**config.mk**
```make
export PLATFORM = sky130hd
export DESIGN_NAME = gshare_branch_predictor
export DESIGN_NICKNAME = d
export VERILOG_FILES = /design/src/rtl/gshare_branch_predictor_pkg.sv /design/src/rtl/gshare_branch_predictor_btb.sv /design/src/rtl/gshare_branch_predictor.sv
export SDC_FILE = /design/constraint.sdc
export NUM_CORES = 2
export LEC_CHECK = 0
export CELL_PAD_IN_SITES_DETAIL_PLACEMENT = 0
export CELL_PAD_IN_SITES_GLOBAL_PLACEMENT = 1
export CORE_ASPECT_RATIO = 0.6
export CORE_UTILIZATION = 40
export CTS_BUF_LIST = sky130_fd_sc_hd__clkbuf_4 sky130_fd_sc_hd__clkbuf_8 sky130_fd_sc_hd__clkbuf_16
export CTS_CLUSTER_DIAMETER = 40
export DETAILED_ROUTE_END_ITERATION = 7
export PLACE_DENSITY_LB_ADDON = 0.2
export SYNTH_ARGS = -nofsm -noshare
export SYNTH_HDL_FRONTEND = slang
export SYNTH_HIERARCHICAL = 1
export SYNTH_SLANG_ARGS = --single-unit
```
**constraint.sdc**
```tcl
create_clock -name clk -period 13.56 [get_ports clk]
set_input_delay 3.39 -clock clk [delete_from_list [all_inputs] [get_ports clk]]
set_output_delay 3.39 -clock clk [all_outputs]
set_load 0.005 [all_outputs]
```
**src/rtl/gshare_branch_predictor_pkg.sv**
```systemverilog
// Shared types, default geometry and counter helpers for the gshare predictor.
package gshare_branch_predictor_pkg;

  localparam int DEF_DBITS        = 32;
  localparam int DEF_BHR_BITS     = 8;
  localparam int DEF_PT_IDX_BITS  = 8;
  localparam int DEF_BTB_IDX_BITS = 4;

  localparam int PT_ENTRIES  = 1 << DEF_PT_IDX_BITS;
  localparam int BTB_ENTRIES = 1 << DEF_BTB_IDX_BITS;
  localparam int TAG_BITS    = DEF_DBITS - DEF_BTB_IDX_BITS - 2;

  typedef enum logic [1:0] {
    SNT = 2'd0,
    WNT = 2'd1,
    WT  = 2'd2,
    ST  = 2'd3
  } ctr_e;

  typedef enum logic {
    INIT  = 1'b0,
    READY = 1'b1
  } bp_state_e;

  function automatic logic [1:0] sat_inc2(input logic [1:0] c);
    return (c == ST) ? c : c + 2'd1;
  endfunction

  function automatic logic [1:0] sat_dec2(input logic [1:0] c);
    return (c == SNT) ? c : c - 2'd1;
  endfunction

endpackage

```
**src/rtl/gshare_branch_predictor_btb.sv**
```systemverilog
// Tagged branch target buffer: combinational read, synchronous write and clear.
module bp_btb #(
  parameter int IDX_BITS = 4,
  parameter int TAG_W    = 26,
  parameter int DBITS    = 32
) (
  input  logic                clk,
  input  logic [IDX_BITS-1:0] rd_idx,
  output logic                rd_valid,
  output logic [TAG_W-1:0]    rd_tag,
  output logic [DBITS-1:0]    rd_target,
  input  logic                wr_en,
  input  logic [IDX_BITS-1:0] wr_idx,
  input  logic [TAG_W-1:0]    wr_tag,
  input  logic [DBITS-1:0]    wr_target,
  input  logic                clr_en,
  input  logic [IDX_BITS-1:0] clr_idx
);

  localparam int ENTRIES = 1 << IDX_BITS;

  logic             valid  [ENTRIES];
  logic [TAG_W-1:0] tag    [ENTRIES];
  logic [DBITS-1:0] target [ENTRIES];

  // NOTE: storage arrays carry no reset; the owner clears valid bits one
  // entry per cycle so the arrays can map onto RAM.
  always_ff @(posedge clk) begin
    if (clr_en) begin
      valid[clr_idx] <= 1'b0;
    end else if (wr_en) begin
      valid[wr_idx] <= 1'b1;
    end
  end

  always_ff @(posedge clk) begin
    if (wr_en) begin
      tag[wr_idx]    <= wr_tag;
      target[wr_idx] <= wr_target;
    end
  end

  assign rd_valid  = valid[rd_idx];
  assign rd_tag    = tag[rd_idx];
  assign rd_target = target[rd_idx];

endmodule

```
**src/rtl/gshare_branch_predictor.sv**
```systemverilog
// Gshare direction predictor with tagged BTB, table-clear FSM and resolution stats.
module gshare_branch_predictor
  import gshare_branch_predictor_pkg::*;
#(
  parameter int         DBITS        = DEF_DBITS,
  parameter int         BHR_BITS     = DEF_BHR_BITS,
  parameter int         PT_IDX_BITS  = DEF_PT_IDX_BITS,
  parameter int         BTB_IDX_BITS = DEF_BTB_IDX_BITS,
  parameter logic [1:0] PT_INIT      = WNT
) (
  input  logic                   clk,
  input  logic                   reset,
  input  logic                   pred_req,
  input  logic [DBITS-1:0]       pred_pc,
  output logic                   pred_ready,
  output logic                   pred_valid,
  output logic                   pred_taken,
  output logic [DBITS-1:0]       pred_target,
  output logic                   pred_btb_hit,
  output logic [PT_IDX_BITS-1:0] pred_pt_idx,
  input  logic                   upd_valid,
  input  logic [DBITS-1:0]       upd_pc,
  input  logic [PT_IDX_BITS-1:0] upd_pt_idx,
  input  logic                   upd_taken,
  input  logic [DBITS-1:0]       upd_target,
  input  logic                   upd_mispredict,
  output logic [31:0]            stat_branches,
  output logic [31:0]            stat_mispredicts
);

  localparam int PT_SIZE = 1 << PT_IDX_BITS;
  localparam int TAG_W   = DBITS - BTB_IDX_BITS - 2;

  bp_state_e              state, state_next;
  logic [PT_IDX_BITS-1:0] init_ptr;
  logic [BHR_BITS-1:0]    bhr;
  logic [1:0]             pt [PT_SIZE];

  logic                   ready, pred_fire, upd_fire;
  logic [PT_IDX_BITS-1:0] bhr_ext, pt_idx;
  logic                   btb_valid, btb_hit, taken;
  logic [TAG_W-1:0]       btb_tag;
  logic [DBITS-1:0]       btb_target, target;
  logic                   clr_en;

  assign ready      = (state == READY);
  assign pred_ready = ready;
  assign pred_fire  = ready && pred_req;
  assign upd_fire   = ready && upd_valid;

  always_ff @(posedge clk) begin
    if (reset) state <= INIT;
    else       state <= state_next;
  end

  // NOTE: next-state is assigned a default first so no path infers a latch.
  always_comb begin
    state_next = state;
    if (state == INIT && (&init_ptr)) state_next = READY;
  end

  always_ff @(posedge clk) begin
    if (reset)              init_ptr <= '0;
    else if (state == INIT) init_ptr <= init_ptr + 1'b1;
  end

  // Only the low BTB_ENTRIES indices of the sweep also clear a BTB slot.
  assign clr_en = !reset && state == INIT && ((init_ptr >> BTB_IDX_BITS) == '0);

  always_comb begin
    bhr_ext = '0;
    bhr_ext[BHR_BITS-1:0] = bhr;
  end

  assign pt_idx = pred_pc[PT_IDX_BITS+1:2] ^ bhr_ext;

  bp_btb #(
    .IDX_BITS(BTB_IDX_BITS),
    .TAG_W   (TAG_W),
    .DBITS   (DBITS)
  ) u_btb (
    .clk      (clk),
    .rd_idx   (pred_pc[BTB_IDX_BITS+1:2]),
    .rd_valid (btb_valid),
    .rd_tag   (btb_tag),
    .rd_target(btb_target),
    .wr_en    (!reset && upd_fire && upd_taken),
    .wr_idx   (upd_pc[BTB_IDX_BITS+1:2]),
    .wr_tag   (upd_pc[DBITS-1:BTB_IDX_BITS+2]),
    .wr_target(upd_target),
    .clr_en   (clr_en),
    .clr_idx  (init_ptr[BTB_IDX_BITS-1:0])
  );

  // All reads are combinational from pre-edge state, so a same-cycle update
  // is only visible to the following request.
  assign btb_hit = btb_valid && (btb_tag == pred_pc[DBITS-1:BTB_IDX_BITS+2]);
  assign taken   = btb_hit && pt[pt_idx][1];
  assign target  = taken ? btb_target : pred_pc + DBITS'(4);

  always_ff @(posedge clk) begin
    if (!reset) begin
      if (state == INIT) begin
        pt[init_ptr] <= PT_INIT;
      end else if (upd_valid) begin
        pt[upd_pt_idx] <= upd_taken ? sat_inc2(pt[upd_pt_idx])
                                    : sat_dec2(pt[upd_pt_idx]);
      end
    end
  end

  always_ff @(posedge clk) begin
    if (reset) begin
      bhr              <= '0;
      pred_valid       <= 1'b0;
      pred_taken       <= 1'b0;
      pred_btb_hit     <= 1'b0;
      pred_target      <= '0;
      pred_pt_idx      <= '0;
      stat_branches    <= '0;
      stat_mispredicts <= '0;
    end else begin
      pred_valid <= pred_fire;
      if (pred_fire) begin
        pred_taken   <= taken;
        pred_btb_hit <= btb_hit;
        pred_target  <= target;
        pred_pt_idx  <= pt_idx;
      end
      if (upd_fire) begin
        bhr <= {bhr[BHR_BITS-2:0], upd_taken};
        if (stat_branches != '1) stat_branches <= stat_branches + 32'd1;
        if (upd_mispredict && stat_mispredicts != '1)
          stat_mispredicts <= stat_mispredicts + 32'd1;
      end
    end
  end

endmodule

```
### Word level (Yosys, flattened, before mapping)

Memories as Yosys holds them, arrays and structs flattened.
Index checks and enable logic that the tools add are counted.
Widths: inputs -> output; s select.

* reduce and logical (&&, ||, !) cells: 18
* multiplexer cells: 23
* bitwise operators: 2
* add/subtract/negate cells: 6
* equal/unequal tests: 4

Operator list (count)
* $add 32x1->32 const B: 2
* $ne 32x32->1 const B: 2
* $add 32x3->32 const B: 1
* $mux 32: 1
* $eq 26x26->1: 1
* $mux 1: 16
* $logic_and 1x1->1: 10
* $add 8x1->8 const B: 1
* $logic_not 8->1: 1
* $mux 2: 4
* $mux 8: 1
* $reduce_and 8->1: 1
* $xor 8x8->8: 1
* $mux 4: 1
* $reduce_and 2->1: 2
* $add 2x1->2 const B: 1
* $eq 2x2->1 const B: 1
* $logic_not 2->1: 1
* $reduce_or 2->1: 1
* $sub 2x1->2 const B: 1
* $logic_not 1->1: 1
* $not 1->1: 1
* $reduce_or 1->1: 1

* bits of input ports: 110
* RAM bits: 1456
* memories kept: 4
* bits in registers: 124

Memory list
* pt: words 256, bits a word 2, read ports 2, clocked after memory_dff 0, wr ports 1, RTL line gshare_branch_predictor.sv:37 `logic [1:0] pt [PT_SIZE];`
* u_btb.target: words 16, bits a word 32, read ports 1, clocked after memory_dff 0, wr ports 1, RTL line gshare_branch_predictor_btb.sv:24 `logic [DBITS-1:0] target [ENTRIES];`
* u_btb.tag: words 16, bits a word 26, read ports 1, clocked after memory_dff 0, wr ports 1, RTL line gshare_branch_predictor_btb.sv:23 `logic [TAG_W-1:0] tag [ENTRIES];`
* u_btb.valid: words 16, bits a word 1, read ports 1, clocked after memory_dff 0, wr ports 1, RTL line gshare_branch_predictor_btb.sv:22 `logic valid [ENTRIES];`

### Longest topological paths before layout

* depth after elaboration: 8
* gate-level depth with buffers: 14
* gate-level depth less buffers: 10

### Modules after synthesis

The synthesis kept the hierarchy.

By module, submodules not included
* bp_btb: cells each 1498, area an instance 35464.0 um2, instances 1, sequential area each 28347.2 um2
* gshare_branch_predictor: cells each 2085, area an instance 29802.3 um2, instances 1, sequential area each 17857.1 um2

### Least setup slack after synthesis

Ideal clock, no wire load.

* path type: input to register
* from: in upd_pt_idx[1]
* to: mem pt[0][0] (data pin)
* cell stages on the path: 11
* path slack: 3.363 ns
* arrival time: 9.295 ns
* path buffers: 3
* required time: 12.658 ns
* cells stage by stage: clkbuf_1 -> clkbuf_1 -> clkbuf_1 -> mux4_2 -> mux4_2 -> mux4_2 -> nand3_1 -> nand3_1 -> inv_1 -> maj3_2 -> nand2b_1

* longest elaborated chain between the ends: 5

RTL lines
* start: declaration: RTL line gshare_branch_predictor.sv:23 `input logic [PT_IDX_BITS-1:0] upd_pt_idx,`
* $mem_v2 256x2 *
* $sub 2x1->2, or another cell as far along: RTL line gshare_branch_predictor_pkg.sv:30 `return (c == SNT) ? c : c - 2'd1;`
* $mux 2 (on tied branches): RTL line gshare_branch_predictor_pkg.sv:30, gshare_branch_predictor_pkg.sv:26
* $mux 2 *: RTL line gshare_branch_predictor.sv:106 `pt[upd_pt_idx] <= upd_taken ? sat_inc2(pt[upd_pt_idx])`
* $mux 2 (no source line) *
* end: declaration: RTL line gshare_branch_predictor.sv:37

Every way passes the cells marked *; elsewhere a longest branch is shown, timed or not.

### Final worst setup path

* from: in upd_pt_idx[0]
* to: mem pt[110][1] (data pin)

The elaborated chain is that of the path after synthesis.

==> impl_metrics.toml <==
[yosys]
synthArstFlopShare_pct = 0
synth_edf_count = 1456
post-synth-top-count-cell = "edfxtp_1"
netlist_instances = 3583
synth_area_um2 = 65300
synthTopCellsByCount = "1,456 x edfxtp_1, 469 x mux4_2, 397 x nor2_1"
syn_area_per_cell_um2 = 18.2
yosys_warnings = 6
synth_area_leaders = "edfxtp_1 67%, mux4_2 16%, dfxtp_1 3.8%"
yosysTopAreaCellShare_pct = 67.0
seq_area_frac_synth_pct = 70.8
ys_ff_latch = 1580
synth_ff_type = "edfxtp_1"
synth_nets = 3697
synth_cell_types = 66
synth_top_area_cell = "edfxtp_1"

[power_and_ir_drop]
p_int_uw = 8120
switching_share_pct = 22.0
total_leakage_power_uw = 0.0244
switching_power_uw = 2300
power_frac_clock_pct = 44.8
power_density_nw_per_um2 = 138
comb_power_share_pct = 4.4
peakVddDrop_v = 0.000100
seq_power_share_pct = 50.8

[clock_network]
cts_tree = "yes"
cts-root-buf = "clkbuf_16"
clk_latency_ns = 0.83
clock_tree.buffer_depth = 4
post-cts-setup-buffers = 0
cts_hold_buf = 0
cts_resized = 0
numCtsBuffers = 177
htreeDepth = 4
clock-sinks = 1580
clkTransAtPathRegs_ns = 0.06

[grt]
grt_pass1_vias = 34747
antenna_found_initial = 21
grt_most_used_layer = "met1"
grt_max_degree = 185
grt_overflow = 0
grt_use_met3_pct = 5.74
track_usage_pct = 22.0
met1_usage_pct = 34.8
met2_usage_pct = 30.2
grt_pass1_wl_mm = 259

[worst_setup_path]
slowest_stage = "buf_4"
path_class = "input port to flop"
cp_common_cell = "mux4_2"
crit_fanout = 154
worst_setup_path_end_kind = "flop"
path_buf_inv = 3
cp.required_ns = 13.89
start_kind = "input port"
cpPeakStageDelay_ns = 0.79
critPathTopFamily = "buffers and inverters"
crit_chain = "buf_8, buf_4, mux4_2, mux4_2, mux4_2, a22oi_1, nand3_1, o21ai_0, nand2_8, buf_4"
arrival_ns = 8.87

[final_layout]
synthToLayoutAreaGrowth_pct = 15.8
fin_nets = 3944
fin_area_um2 = 75600
fillers = 13692
utilization_pct = 46.8
drive_gt1_share_pct = 22.5

[sta]
tightest_slew_ns = 1.24
rsz0062_at_grt = "false"
hold_ws_ns = 0.461
fin_crit_ns = 8.54
period_share_pct = 62.9
tns_ns = 0
maxSlewHeadroom_pct = 17.4
finalClockSkew_ns = 0.0900
fmax_ghz = 0.117
slew_viol_final = 0
setup_viol = 0
hold_viol = 0

[floorplan]
io-pin-count = 218
dieHeight_um = 315
die_width_um = 523
rows = 114
core_um2 = 161000
initial_core_util_pct = 40.4
dieArea_um2 = 165000

[hold_path]
hp-class = "flop to flop"

[route]
wl_mm = 181
drc_errors = 0
drtPass1Iterations = 5
wl_per_cell_um = 29.6
drtIter0Drc = 3655
via_per_inst = 5.82
vias = 35555
ant_nets = 0

[job]
drv_cap = 0

[placement]
dpl_cell_area_um2 = 69900
dp_hpwl_mm = 106
place.gp.congestion = 0.798
numPortBuffers = 215

[outcome]
outcome = "finished, final reports clean"
-- state kept, by name, summed over array words and instances, names as in the netlist, 8 cells and up --
name              count
pt                  512
u_btb/target        512
u_btb/tag           416
pred_target          32
stat_branches        32
stat_mispredicts     32
u_btb/valid          16
bhr                   8
init_ptr              8
pred_pt_idx           8
-- metal layers --
metal / share of wire [%] / wire (µm)
met5: 0.049 / 88
met4: 1.8 / 3280
met3: 9.1 / 16500
met2: 42 / 76000
met1: 47 / 85200
-- cell type report --
class | instances | area, µm² | share of cell area [%]
Inverter | 16 | 60.1 | 0.0795
Antenna cell | 7 | 17.5 | 0.0232
Sequential cell | 1580 | 46200 | 61.1
Multi-Input combinational cell | 1757 | 18200 | 24.1
Tap cell | 2146 | 2690 | 3.55
Clock inverter | 98 | 803 | 1.06
Clock buffer | 212 | 4820 | 6.37
Timing Repair Buffer | 298 | 2810 | 3.72
-- per-stage QoR --
stage                     std cells  worst slack, ns  power, µW
after floorplan                3583             3.36       5660
after global placement         5797             4.25       5860
after detailed placement       5797             4.18       5860
after CTS                      6107             4.99      10500
after global routing           6111             4.59      10700
final                          6114             5.02      10400
-- power by group through the flow --
stage                     Combinational, µW  Clock (µW)  Sequential [µW]
after CTS                               465        4750             5290
after floorplan                         265           0             5390
after global routing                    491        4950             5290
final                                   461        4660             5290
after detailed placement                465           0             5400
after global placement                  462           0             5400
-- worst min-delay path: stages (launching register included) --
cell and delay (ns):
dfxtp_1 0.31, nand2_1 0.05, a21oi_1 0.05
-- layout by cell type, fill, tap and decap left out, types with 7 or more instances in the layout --
cell,count
diode_2,7
xor2_1,58
clkinv_2,19
xnor2_1,65
nand3b_1,45
nand3_1,93
dfxtp_1,124
nand2_1,181
clkdlybuf4s50_1,208
edfxtp_1,1456
nand4_1,63
a211oi_1,14
clkinvlp_4,13
nor2_1,384
nor4_1,9
nor3b_1,30
and2_1,9
clkbuf_16,183
o311ai_1,22
nand2b_1,8
nor3_1,12
nor2_4,13
clkinv_4,11
inv_6,13
mux2i_1,12
clkbuf_4,26
and4_1,10
and3_1,14
mux4_2,469
o21ai_0,9
or3_1,11
inv_8,8
buf_4,81
a22oi_1,126
inv_1,16
a21oi_1,19
clkinv_1,24
-- worst paths after layout --
kind                 startpoint  depth (start not counted)              to  slack, ns
hold reg to reg    pred_btb_hit                          2    pred_btb_hit       0.46
setup / recovery  upd_pt_idx[0]                         10      pt[110][1]       5.02
setup reg to reg         bhr[0]                         10  pred_target[4]       8.56
hold / removal     pred_btb_hit                          2    pred_btb_hit       0.46
-- cell families (layout without fill, tap and decap cells) --
kind of cell,Yosys count,count (layout),share of synthesized area (%)
flip-flops,1580,1580,70.8
multiplexers,485,485,16.4
AND/OR/NAND/NOR,904,904,6.44
buffers and inverters,246,624,1.72
AO/OA/AOI/OAI,234,234,2.75
XOR/XNOR,129,129,1.77
adder cells (fa/ha/maj),5,5,0.0939
other,0,7,0
No activity file was read; power rests on OpenSTA's default activity.
